### src/rtl/countdown_timer_core_if.sv
// countdown_timer_core_if: command/preset inputs and BCD display/status outputs of the countdown timer
// master: command source and display sink; slave: the timer core
interface countdown_timer_core_if;
  logic load, start, pause, cancel;
  logic [3:0] ld_mD, ld_mU, ld_sD, ld_sU;
  logic [3:0] mDecimal, mUnit, sDecimal, sUnit;
  logic [2:0] state_o;
  logic done, alarm;
  modport master(
    output load, start, pause, cancel, ld_mD, ld_mU, ld_sD, ld_sU,
    input mDecimal, mUnit, sDecimal, sUnit, state_o, done, alarm
  );
  modport slave(
    input load, start, pause, cancel, ld_mD, ld_mU, ld_sD, ld_sU,
    output mDecimal, mUnit, sDecimal, sUnit, state_o, done, alarm
  );
endinterface

### src/rtl/countdown_timer_core.sv
// countdown_timer_core: mm:ss BCD countdown timer with IDLE/RUN/PAUSE/DONE control FSM
// clk: rising-edge clock; reset: asynchronous, active-low
// bus (slave): load/start/pause/cancel pulses and ld_* preset digits in;
//   mDecimal/mUnit/sDecimal/sUnit digits, state_o, done pulse and alarm out (all registered)
// TIMER_ALARM_EN: when defined, DONE drives a toggling alarm for ALARM_SEC ticks; otherwise alarm is 0
module countdown_timer_core #(
  parameter int TICK_DIV = 25_000_000,
  parameter int ALARM_SEC = 5
) (
  input logic clk,
  input logic reset,
  countdown_timer_core_if.slave bus
);
  localparam int PW = TICK_DIV > 1 ? $clog2(TICK_DIV) : 1;
  localparam int AW = $clog2(ALARM_SEC + 1);
  localparam logic [PW-1:0] LAST = PW'(TICK_DIV - 1);
  localparam logic [PW-1:0] HALF = PW'(TICK_DIV / 2 - 1);
`ifdef TIMER_ALARM_EN
  localparam bit ALARM_ON = 1'b1;
`else
  localparam bit ALARM_ON = 1'b0;
`endif
  typedef enum logic [2:0] {IDLE = 3'd0, RUN = 3'd2, PAUSE = 3'd3, DONE = 3'd4} state_t;
  state_t state, state_n;
  logic [15:0] cnt, cnt_n, pre, pre_n, ld, dec;
  logic [PW-1:0] presc, presc_n;
  logic [AW-1:0] acnt, acnt_n;
  logic done_q, done_n, alarm_q, alarm_n, tick;
  function automatic logic [3:0] clamp(input logic [3:0] d, input logic [3:0] m);
    return d > m ? m : d;
  endfunction
  assign ld = {clamp(bus.ld_mD, 4'd9), clamp(bus.ld_mU, 4'd9), clamp(bus.ld_sD, 4'd5), clamp(bus.ld_sU, 4'd9)};
  // BCD decrement with the full borrow chain resolved in one step; 00:00 stays 00:00
  assign dec = cnt[3:0] != 4'd0 ? cnt - 16'd1 :
               cnt[7:4] != 4'd0 ? {cnt[15:8], cnt[7:4] - 4'd1, 4'd9} :
               cnt[11:8] != 4'd0 ? {cnt[15:12], cnt[11:8] - 4'd1, 8'h59} :
               cnt[15:12] != 4'd0 ? {cnt[15:12] - 4'd1, 12'h959} : 16'h0;
  assign tick = state == RUN && presc == LAST;
  always_comb begin
    state_n = state inside {IDLE, RUN, PAUSE, DONE} ? state : IDLE;
    cnt_n = cnt;
    pre_n = pre;
    presc_n = presc;
    alarm_n = alarm_q;
    acnt_n = acnt;
    if (state == RUN) begin
      presc_n = tick ? '0 : presc + 1'b1;
      if (tick) begin
        cnt_n = dec;
        if (dec == 16'h0) begin
          state_n = DONE;
          alarm_n = ALARM_ON;
          acnt_n = '0;
        end
      end
    end
    // alarm phase is taken from the free-running prescaler; acnt counts elapsed ticks
    if (ALARM_ON && state == DONE) begin
      presc_n = presc == LAST ? '0 : presc + 1'b1;
      if (acnt != AW'(ALARM_SEC)) begin
        alarm_n = (presc == HALF || presc == LAST) ? ~alarm_q : alarm_q;
        if (presc == LAST) begin
          acnt_n = acnt + 1'b1;
          if (acnt == AW'(ALARM_SEC - 1)) alarm_n = 1'b0;
        end
      end
    end
    // highest asserted command wins; an inapplicable one is simply dropped
    if (bus.cancel) begin
      state_n = IDLE;
      cnt_n = pre;
      presc_n = '0;
      alarm_n = 1'b0;
    end else if (bus.load) begin
      if (state != RUN) begin
        pre_n = ld;
        cnt_n = ld;
        alarm_n = 1'b0;
        if (state == DONE) state_n = IDLE;
      end
    end else if (bus.start) begin
      if (state == IDLE && cnt != 16'h0) begin
        state_n = RUN;
        presc_n = '0;
      end else if (state == DONE) begin
        alarm_n = 1'b0;
        acnt_n = AW'(ALARM_SEC);
        if (pre != 16'h0) begin
          state_n = RUN;
          cnt_n = pre;
          presc_n = '0;
        end
      end
    end else if (bus.pause) begin
      // a tick reaching 00:00 on the same edge takes precedence over pausing
      state_n = state == RUN && state_n != DONE ? PAUSE : state == PAUSE ? RUN : state_n;
    end
    done_n = state_n == DONE && state != DONE;
  end
  always_ff @(posedge clk or negedge reset) begin
    if (!reset) begin
      state <= IDLE;
      cnt <= '0;
      pre <= '0;
      presc <= '0;
      acnt <= '0;
      done_q <= 1'b0;
      alarm_q <= 1'b0;
    end else begin
      state <= state_n;
      cnt <= cnt_n;
      pre <= pre_n;
      presc <= presc_n;
      acnt <= acnt_n;
      done_q <= done_n;
      alarm_q <= alarm_n;
    end
  end
  assign {bus.mDecimal, bus.mUnit, bus.sDecimal, bus.sUnit} = cnt;
  assign bus.state_o = state;
  assign bus.done = done_q;
  assign bus.alarm = alarm_q;
endmodule
### src/flat_wrapper.sv
// flat-port wrapper written by rule: the top's interface ports become plain ports
module countdown_timer_core_flat 
#(
  parameter int TICK_DIV = 25_000_000,
  parameter int ALARM_SEC = 5
)
  (clk, reset, bus_load, bus_start, bus_pause, bus_cancel, bus_ld_mD, bus_ld_mU, bus_ld_sD, bus_ld_sU, bus_mDecimal, bus_mUnit, bus_sDecimal, bus_sUnit, bus_state_o, bus_done, bus_alarm);
  countdown_timer_core_if bus_i ();
  input logic clk;
  input logic reset;
  input wire logic [$bits(bus_i.load)-1:0] bus_load;
  input wire logic [$bits(bus_i.start)-1:0] bus_start;
  input wire logic [$bits(bus_i.pause)-1:0] bus_pause;
  input wire logic [$bits(bus_i.cancel)-1:0] bus_cancel;
  input wire logic [$bits(bus_i.ld_mD)-1:0] bus_ld_mD;
  input wire logic [$bits(bus_i.ld_mU)-1:0] bus_ld_mU;
  input wire logic [$bits(bus_i.ld_sD)-1:0] bus_ld_sD;
  input wire logic [$bits(bus_i.ld_sU)-1:0] bus_ld_sU;
  output wire logic [$bits(bus_i.mDecimal)-1:0] bus_mDecimal;
  output wire logic [$bits(bus_i.mUnit)-1:0] bus_mUnit;
  output wire logic [$bits(bus_i.sDecimal)-1:0] bus_sDecimal;
  output wire logic [$bits(bus_i.sUnit)-1:0] bus_sUnit;
  output wire logic [$bits(bus_i.state_o)-1:0] bus_state_o;
  output wire logic [$bits(bus_i.done)-1:0] bus_done;
  output wire logic [$bits(bus_i.alarm)-1:0] bus_alarm;
  assign bus_i.load = bus_load;
  assign bus_i.start = bus_start;
  assign bus_i.pause = bus_pause;
  assign bus_i.cancel = bus_cancel;
  assign bus_i.ld_mD = bus_ld_mD;
  assign bus_i.ld_mU = bus_ld_mU;
  assign bus_i.ld_sD = bus_ld_sD;
  assign bus_i.ld_sU = bus_ld_sU;
  assign bus_mDecimal = bus_i.mDecimal;
  assign bus_mUnit = bus_i.mUnit;
  assign bus_sDecimal = bus_i.sDecimal;
  assign bus_sUnit = bus_i.sUnit;
  assign bus_state_o = bus_i.state_o;
  assign bus_done = bus_i.done;
  assign bus_alarm = bus_i.alarm;
  countdown_timer_core #(.TICK_DIV(TICK_DIV), .ALARM_SEC(ALARM_SEC)) u_core (.clk(clk), .reset(reset), .bus(bus_i));
endmodule
### config.mk
export PLATFORM = sky130hd
export DESIGN_NAME = countdown_timer_core_flat
export DESIGN_NICKNAME = d
export VERILOG_FILES = /design/src/rtl/countdown_timer_core_if.sv /design/src/rtl/countdown_timer_core.sv /design/src/flat_wrapper.sv
export SDC_FILE = /design/constraint.sdc
export NUM_CORES = 1
export LEC_CHECK = 0
export ABC_AREA = 1
export BUFFER_PORTS_ARGS = -buffer_cell sky130_fd_sc_hd__buf_2
export CORE_AREA = 2 2 115 106
export DETAILED_ROUTE_END_ITERATION = 12
export DIE_AREA = 0 0 117 108
export GPL_TIMING_DRIVEN = 0
export PLACE_DENSITY = 0.64
export SYNTH_ARGS = -nofsm -noshare
export SYNTH_HDL_FRONTEND = slang
export SYNTH_SLANG_ARGS = --single-unit
### constraint.sdc
create_clock -name clk -period 1.72 [get_ports clk]
set_input_delay 0.258 -clock clk [delete_from_list [all_inputs] [get_ports clk]]
set_output_delay 0.258 -clock clk [all_outputs]
set_load 0.1 [all_outputs]
==> flow_summary_export.csv <==
group,metric,value,unit
sta,setup_tns,-10030,ps
cts,cts_buffer_depth,2,
detailed_routing,drt_iter0_drc,317,
final_layout,finish.net_count,662,
sta,finalSetupViolCount,46,
power_and_ir_drop,power.density,881.7,nW/um^2
global_routing,antenna_found_initial,0,
worst_setup_path,worstPathArrival,2240,ps
synth,seq_area_frac_synth,39.54,%
cts,htreeDepth,3,
sta,holdWs,-6.611,ps
synth,async_flop_share,100.0,%
final_layout,drive_gt1_share,39.13,%
worst_setup_path,end_kind,"flip-flop",
cts,clk_pin_slew,50,ps
cts,clk_latency,330,ps
global_routing,grt_pass1_wl,19840,um
final_layout,instances_no_fill,800,
worst_setup_path,worstPathCellList,"inv_4 > nand2_4 > nor2_4 > buf_12 > nand2_4 > nor2_4 > buf_12 > nand2_8 > buf_6 > buf_6 > nand2_2 > o21ai_4 > a21oi_2 > o21ai_2",
synth,avgSynthCellArea,7.186,um^2
synth,synth.top_cells.by_count,"133 x nand2_1, 78 x nor2_1, 62 x dfrtp_1",
floorplanning,die_w,117,um
global_routing,grt_max_degree,63,
detailed_routing,drt_first_pass_iters,5,
synth,synth_flop_cell,"dfrtp_1",
final_layout,fillCellCount,1019,
floorplanning,row_count,37,
sta,relSlewSlack,47.35,%
floorplanning,io_pins,43,
worst_setup_path,crit_fanout,7,
place,port_buffers,42,
power_and_ir_drop,leakagePower,2.505,nW
cts,cts_tree,"yes",
floorplanning,coreArea,11340,um^2
synth,syn_nets,569,
synth,yosysWarnings,0,
sta,rsz0062_at_grt,"yes",
worst_setup_path,slowest_stage,"dfrtp_4",
place,gp_congestion,0.8864,
floorplanning,die_area,12640,um^2
floorplanning,fp.dieH,108,um
sta,min_period,2050,ps
sta,finalCritPeriodShare,119.2,%
detailed_routing,vias,4180,
synth,ys_types,43,
synth,yosysTopAreaCellShare,39.54,%
sta,fmax,487.7,MHz
cts,root_buffer,"clkbuf_16",
cts,cts_buffers,9,
global_routing,gr-total-overflow,0,
synth,synth_edf_count,0,
worst_setup_path,worstRegToRegCells,14,
worst_setup_path,worstPathRequired,1910,ps
detailed_routing,wl_per_cell,15.92,um
floorplanning,initial_utilization,34.59,%
power_and_ir_drop,vdd_ir_drop_max,0.5067,mV
place,dp_slack,-299.0,ps
detailed_routing,drc,0,
outcome,violations,"hold timing, setup timing",
synth,synth.area.top_cells,"dfrtp_1 40%, nand2_1 13%, nor2_1 7.5%",
global_routing,grt.total_usage,20.23,%
worst_setup_path,critPathKind,"reg -> reg",
global_routing,grt_pass1_vias,4016,
place,place_inst,744,
detailed_routing,ant_nets,0,
job,maxCapViolCount,0,
detailed_routing,drt_wl_total,12730,um
synth,netlist_area,3924,um^2
synth,synth.most_common_cell,"nand2_1",
worst_setup_path,max_stage_delay,500,ps
final_layout,area_growth,44.16,%
sta,maxSlewViolCount,0,
sta,finalHoldViolCount,4,
cts,clock-sinks,62,
detailed_routing,via_per_inst,5.225,
power_and_ir_drop,power,4.987,mW
synth,synth_seq_cells,62,
place,dp_hpwl,8353,um
outcome,status,"complete, but fails checks",
sta,setup_ws,-330.3,ps
worst_setup_path,crit_path_start_kind,"flip-flop",
sta,fin_skew,8.281,ps
synth,syn_inst,546,
hold_path,hp-class,"in -> async",
synth,synth_top_area_cell,"dfrtp_1",
final_layout,diodes,0,
sta,tightest_slew,789.8,ps
[final timing paths]
kind	from	slack, ps	to
max reg2reg	u_core.bus.state_o[2]	-330	u_core.cnt[11]
max	u_core.bus.state_o[2]	-330	u_core.cnt[11]
min in group clk	bus_ld_sU[1]	190	u_core.cnt[1]
min	reset	-7	u_core.presc[7]
min reg2reg	u_core.pre[13]	490	u_core.pre[13]
max in group asynchronous	reset	1110	u_core.cnt[4]
[timing repair]
| item | CTS | global route |
|---|---|---|
| pin swaps | 23 | 26 |
| hold buffers | 0 | 0 |
| setup endpoints to repair | 62 | 62 |
| gates resized for setup | 53 | 76 |
| cloned | 2 | 2 |
| buffers inserted | 25 | 11 |
[cells by family after synthesis]
group | share of synthesized area (%)
flip-flops | 39.54
AO/OA/AOI/OAI | 14.64
AND/OR/NAND/NOR | 34.22
buffers and inverters | 8.386
XOR/XNOR | 2.902
adder cells (fa/ha/maj) | 0.3188
[layout by cell type (no fill, tap or decap), types with 3 or more instances in the layout]
cell type and instances:
clkbuf_16 11, o21ai_0 24, nand3_2 5, o22ai_1 5
buf_12 3, buf_6 8, buf_2 42, o21ai_2 7
o21ai_1 8, o221ai_2 3, clkbuf_1 6, nand3_1 21
nand3b_1 3, o2111ai_2 3, buf_4 28, inv_2 10
nand2_1 115, a21oi_1 16, nor3_1 4, nor2_1 54
xnor2_1 3, nor2_4 31, dfrtp_2 9, nand2_2 20
nor2_2 9, xor2_1 9, nand4_1 8, inv_1 56
a21oi_2 13, dfrtp_4 10, buf_8 3, o2111ai_1 4
dfrtp_1 43, nand2_4 6
[flip-flops by register name, indices dropped and copies added, names as in the netlist]
| signal | count |
|---|---|
| u_core.bus.alarm | 1 |
| u_core.pre | 16 |
| u_core.presc | 25 |
| u_core.cnt | 16 |
| u_core.bus.state_o | 3 |
| u_core.bus.done | 1 |
[layout make-up]
type                    instances  area [um^2]  area share (%)
clock inverters                 4        47.55          0.8405
plain buffers                  12        108.9           1.924
well taps                     156        195.2           3.451
flip-flops and latches         62         1600           28.29
repair buffers                 82        639.4           11.30
clock buffers                  12        246.5           4.357
multi-input cells             403         2550           45.08
inverters                      69        269.0           4.756
[power breakdown]
| group | total (mW) | switching (mW) | internal [mW] |
|---|---|---|---|
| clock network | 1.79 | 0.637 | 1.16 |
| registers | 1.75 | 0.152 | 1.60 |
| logic | 1.45 | 1.05 | 0.398 |
[critical path: cells and delay by family, from the launching register on]
family / cells / cell delay, ps
AO/OA/AOI/OAI: 3 / 280
buffers and inverters: 5 / 570
flip-flops: 1 / 500
AND/OR/NAND/NOR: 6 / 550
[layer usage]
metal / track usage, % / wire length [um]
met1: 29.33 / 5826
met2: 29.64 / 5839
met3: 3.980 / 762
met4: 7.899 / 304
met5: 0 / 0
[stage by stage]
stage	instance area [um^2]	util, %
final	5657	49.87
after global routing	5657	49.87
after CTS	5211	45.95
after detailed placement	4461	39.33
after global placement	4458	39.31
after floorplan	4053	-
(Power assumes the default switching activity.)
